$ cat config.mk
export PLATFORM = sky130hd
export DESIGN_NAME = operand_memory
export DESIGN_NICKNAME = d
export VERILOG_FILES = /design/src/rtl/operand_memory.sv
export SDC_FILE = /design/constraint.sdc
export NUM_CORES = 2
export LEC_CHECK = 0
export ABC_AREA = 1
export CAP_MARGIN = 10
export CELL_PAD_IN_SITES_DETAIL_PLACEMENT = 2
export CELL_PAD_IN_SITES_GLOBAL_PLACEMENT = 2
export CORE_MARGIN = 8
export CORE_UTILIZATION = 25
export DETAILED_ROUTE_END_ITERATION = 12
export PLACE_DENSITY_LB_ADDON = 0.1
export SETUP_SLACK_MARGIN = 0.4
export SYNTH_ARGS = -nofsm -noshare
export SYNTH_HDL_FRONTEND = slang
export SYNTH_SLANG_ARGS = --single-unit
$ cat constraint.sdc
create_clock -name clock -period 2.25 [get_ports clock]
set_input_delay 0.225 -clock clock [delete_from_list [all_inputs] [get_ports clock]]
set_output_delay 0.225 -clock clock [all_outputs]
set_load 0.03 [all_outputs]
$ cat src/rtl/operand_memory.sv
// operand_memory: data-side responder for the soft CPU control matrix.
// Serves operand reads with a one-cycle request/valid handshake and commits
// result writes. Holds 2^ADDR_WIDTH-1 operand bytes; the all-ones address is
// the ACC alias and is never backed by storage.
//
// Ports:
//   clock, reset          single rising-edge clock, async active-high reset
//   ready                 high when requests are accepted
//   readReq/readAddy      read request strobe and address
//   readValid/readData    one-cycle result pulse and held result value
//   readErr               qualifies readValid: read hit the reserved address
//   writeReq/writeAddy/writeData  write request, committed at the accepting edge
//   writeErr              one-cycle pulse: write to reserved address dropped
//
// Configuration macro: OPERAND_MEM_CLEAR_EN
//   defined   -> CLEAR state zeroes storage after reset (255 cycles, ready=0)
//   undefined -> resets straight to IDLE, storage undefined until written
module operand_memory #(
  parameter int unsigned DATA_WIDTH = 8,
  parameter int unsigned ADDR_WIDTH = 8
) (
  input  logic                  clock,
  input  logic                  reset,
  output logic                  ready,
  input  logic                  readReq,
  input  logic [ADDR_WIDTH-1:0] readAddy,
  output logic                  readValid,
  output logic [DATA_WIDTH-1:0] readData,
  output logic                  readErr,
  input  logic                  writeReq,
  input  logic [ADDR_WIDTH-1:0] writeAddy,
  input  logic [DATA_WIDTH-1:0] writeData,
  output logic                  writeErr
);

  localparam int unsigned DEPTH = (1 << ADDR_WIDTH) - 1;
  localparam logic [ADDR_WIDTH-1:0] RSVD_ADDR = '1;

  typedef enum logic {
    CLEAR = 1'b0,
    IDLE  = 1'b1
  } state_t;

  state_t state;

  logic [DATA_WIDTH-1:0] mem [0:DEPTH-1];

`ifdef OPERAND_MEM_CLEAR_EN
  localparam logic [ADDR_WIDTH-1:0] LAST_ADDR = RSVD_ADDR - ADDR_WIDTH'(1);
  logic [ADDR_WIDTH-1:0] clr_cnt;
`endif

  // Request qualification; requests outside ready are silently ignored.
  logic rd_acc_c;
  logic rd_rsvd_c;
  logic wr_acc_c;
  logic wr_rsvd_c;
  logic bypass_c;

  assign rd_acc_c  = ready & readReq;
  assign rd_rsvd_c = (readAddy == RSVD_ADDR);
  assign wr_rsvd_c = (writeAddy == RSVD_ADDR);
  assign wr_acc_c  = ready & writeReq & ~wr_rsvd_c;
  assign bypass_c  = wr_acc_c & (writeAddy == readAddy);

  // Storage: clear walk owns the array while not ready, user writes after.
  always_ff @(posedge clock) begin
`ifdef OPERAND_MEM_CLEAR_EN
    if (state == CLEAR) begin
      mem[clr_cnt] <= '0;
    end else if (wr_acc_c) begin
      mem[writeAddy] <= writeData;
    end
`else
    if (wr_acc_c) begin
      mem[writeAddy] <= writeData;
    end
`endif
  end

  // Control FSM and registered handshake outputs.
  always_ff @(posedge clock or posedge reset) begin
    if (reset) begin
`ifdef OPERAND_MEM_CLEAR_EN
      state   <= CLEAR;
      clr_cnt <= '0;
`else
      state   <= IDLE;
`endif
      ready     <= 1'b0;
      readValid <= 1'b0;
      readData  <= '0;
      readErr   <= 1'b0;
      writeErr  <= 1'b0;
    end else begin
      case (state)
`ifdef OPERAND_MEM_CLEAR_EN
        CLEAR: begin
          // Counter stops at all-ones minus one; it never wraps.
          if (clr_cnt == LAST_ADDR) begin
            state <= IDLE;
            ready <= 1'b1;
          end else begin
            clr_cnt <= clr_cnt + ADDR_WIDTH'(1);
          end
        end
`endif
        default: begin
          state <= IDLE;
          ready <= 1'b1;
        end
      endcase

      readValid <= rd_acc_c;
      readErr   <= rd_acc_c & rd_rsvd_c;
      writeErr  <= ready & writeReq & wr_rsvd_c;

      // Reserved reads return zero; same-address write wins over storage.
      if (rd_acc_c) begin
        if (rd_rsvd_c) begin
          readData <= '0;
        end else if (bypass_c) begin
          readData <= writeData;
        end else begin
          readData <= mem[readAddy];
        end
      end
    end
  end

endmodule

==> impl_metrics.toml <==
[route]
drc = 0
first_pass_iters = 5
drtIter0Drc = 3109
wl_mm = 342
drtAntennaViolNets = 0
viasPerCell = 4.56
wl_per_cell_um = 26.1
num_vias = 59800

[setup_path]
worstPathMaxFanout = 8
crit_arrival_ns = 2.87
r2r-end = "mem[197][6]$_DFFE_PP_"
crit_chain = "nand2_4 -> a21oi_4 -> inv_2 -> nor3_4 -> buf_4 -> buf_6 -> nand2_8 -> buf_12 -> buf_6 -> buf_6 -> nor2_4 -> buf_12"
cp-end-kind = "register"
worstSetupPathType = "register to register"
crit_slowest_cell = "dfrtp_2"
cp-start-kind = "register"
path_buf_inv = 7
cpPeakStageDelay_ns = 0.38
reg2regPathDepth = 12
r2r-start = "ready$_DFF_PP0_"
cp.required_ns = 2.87
crit_family = "buffers and inverters"
path_common_cell = "buf_6"
reg2reg_slack_ns = -0.008

[global_routing]
grt_pass1_wl_mm = 489
grt_pass1_vias = 65200
grt_max_degree = 69
antenna_found_initial = 7
gr-usage-all-layers_pct = 18.7
grt-ovfl-total = 0

[hold_path]
hp-start = "writeAddy[3]"
holdPathStages = 4
worst_hold_path.endpoint = "writeErr$_DFF_PP0_"
hold_path_class = "primary input to register"

[clock_network]
clk_pin_slew_worst_paths_ns = 0.06
cts_tree = "yes"
clockBufferDepth = 4
cts_htree_levels = 4
cts_sinks = 2052
numCtsBuffers = 244
clock_latency_ns = 0.92
cts-root-buf = "clkbuf_16"

[synth]
synth_cells = 7500
avgSynthCellArea_um2 = 11.3
synth_cell_types = 33
synth_nets = 7528
ys_seq_elements = 2052
ys_seq_area_share_pct = 72.5
ys_warn_count = 0
synth_area_um2 = 84900

[floorplan]
core-area_um2 = 339000
ios = 40
die_y_um = 599
die_x_um = 599
rows = 214
die-area_um2 = 359000
start_util_pct = 25.0

[timing]
hold_viol = 0
worst_slew_pin_slew_ns = 0.794
fin_crit_sh_pct = 100
relSlewSlack_pct = 47.0
fmax_mhz = 443
finClkSkew_ns = 0.0635
drv_slew = 0
fin_ws_ns = -0.00797
setup-tns-final_ns = -0.0149
rsz0062_at_grt = "true"
period_needed_ns = 2.26
setup_viol = 4
timing.hold.ws_ns = 0.103

[placed_design]
gp_congestion = 0.783
dpl_cell_area_um2 = 99900
io_buffers = 39
post-place-ws_ns = -1.31
hpwl_mm = 231

[flow_run]
drv_cap = 0

[status]
outcome = "finished with violations"
violations = "negative setup slack"

[power_and_ir_drop]
seq_power_share_pct = 48.3
power_switching_mw = 21.3
internal_power_mw = 66.1
powerDensity_nw_per_um2 = 785
leakage_nw = 40.1
p_sw_share_pct = 24.4
vdd_ir_drop_max_mv = 0.613
clkPwrFrac_pct = 43.5
p_comb_share_pct = 8.3

[final_layout]
stdcell_area_um2 = 111000
area.growth.synth_to_final_pct = 31.1
nets = 8403
layout_common_cells = "2040 x edfxtp_1, 1530 x nand2_1, 1174 x nor2_1, 655 x o21ai_0, 604 x buf_4"
layout_commonest_cell = "edfxtp_1"
drive_gt1_share_pct = 21.6
synth_stat cells, drive strengths merged:
master | count | area share [%]
a21boi | 1 | 0.0088
o21bai | 1 | 0.0088
nand3 | 523 | 3.1
dfrtp | 12 | 0.35
a21oi | 104 | 0.62
edfxtp | 2040 | 72
o22ai | 36 | 0.27
xnor2 | 3 | 0.031
clkbuf | 154 | 0.68
clkinv | 3 | 0.013
buf | 293 | 1.9
and3 | 3 | 0.022
nor3 | 7 | 0.053
nand2 | 1607 | 7.1
nand4 | 3 | 0.022
or2 | 40 | 0.29
inv | 397 | 1.8
o211ai | 102 | 0.90
o21ai | 733 | 4.3
conb | 1 | 0.0044
xor2 | 5 | 0.052
nor2 | 1429 | 6.3
nor4 | 3 | 0.022
area by class of cell:
class,instances,area (um^2)
Antenna cell,8,20.0
Clock buffer,312,6450
Clock inverter,125,958
Fill cell,35700,228000
Inverter,400,1540
Multi-Input combinational cell,4601,22500
Sequential cell,2052,61600
Tap cell,4536,5680
Timing Repair Buffer,1076,12700
registers in the layout, summed over array words and instances (netlist names):
register,flops
mem,2040
readData,8
readErr,1
readValid,1
ready,1
writeErr,1
kinds of logic (layout without fill, tap and decap cells):
| logic type | count (synthesis) | count (layout) | share of synthesized area (%) |
|---|---|---|---|
| compound gates | 977 | 977 | 6.12 |
| other cells | 1 | 9 | 0.00442 |
| flops | 2052 | 2052 | 72.5 |
| xor+xnor | 8 | 8 | 0.0825 |
| simple gates | 3615 | 3615 | 16.9 |
| buf+inv | 847 | 1913 | 4.36 |
through the flow:
stage	power [mW]	std cells	utilization, %
floorplan	45.6	7500	-
global placement	50.0	12600	29.5
detailed placement	50.0	12600	29.5
CTS	88.9	13100	32.6
global route	90.5	13100	32.8
finish	87.4	13100	32.8
power groups by stage:
stage / Sequential (mW) / Clock (mW) / Combinational [mW]
6_report: 42.2 / 38.0 / 7.21
5_1_grt: 42.2 / 40.6 / 7.80
4_1_cts: 42.2 / 39.3 / 7.42
3_5_place_dp: 43.0 / 0 / 7.05
3_3_place_gp: 43.0 / 0 / 6.99
2_1_floorplan: 43.0 / 0 / 2.63
worst max path at each step:
stage | start | endpoint | slack (ns) | cells after the start
after floorplan | ready$_DFF_PP0_ | mem[13][0]$_DFFE_PP_ | 0.19 | 6
after global placement | readAddy[3] | readData[6]$_DFFE_PP0P_ | -1.30 | 15
after detailed placement | readAddy[3] | readData[6]$_DFFE_PP0P_ | -1.31 | 15
after CTS | ready$_DFF_PP0_ | mem[60][6]$_DFFE_PP_ | -0.05 | 11
after global routing | ready$_DFF_PP0_ | mem[189][4]$_DFFE_PP_ | -0.04 | 11
final | ready$_DFF_PP0_ | mem[197][6]$_DFFE_PP_ | -0.008 | 12
what timing repair did:
item                                     CTS  global route
hold buffers                              10             0
endpoints found under the setup margin  2036          1990
resized for setup                        585           140
endpoints found under the hold margin   1033             0
pin swaps                                160            54
gates cloned                               0             2
buffers inserted                          68            33
metal layers:
metal  track usage, %  routed length (um)  share of wire [%]  vias up
li1                 -                   -                  -    27500
met1             24.9              156000                 46    31300
met2             32.7              169000                 49      649
met3             1.74                8060                2.4      357
met4             4.38                8570                2.5        0
met5                0                   0                  0        -
tightest hold or removal path, stage by stage:
cell	delay, ns
clkdlybuf4s50_1	0.45
nand2_2	0.11
nor4_1	0.07
buf_4	0.13
(Power assumes the default switching activity.)
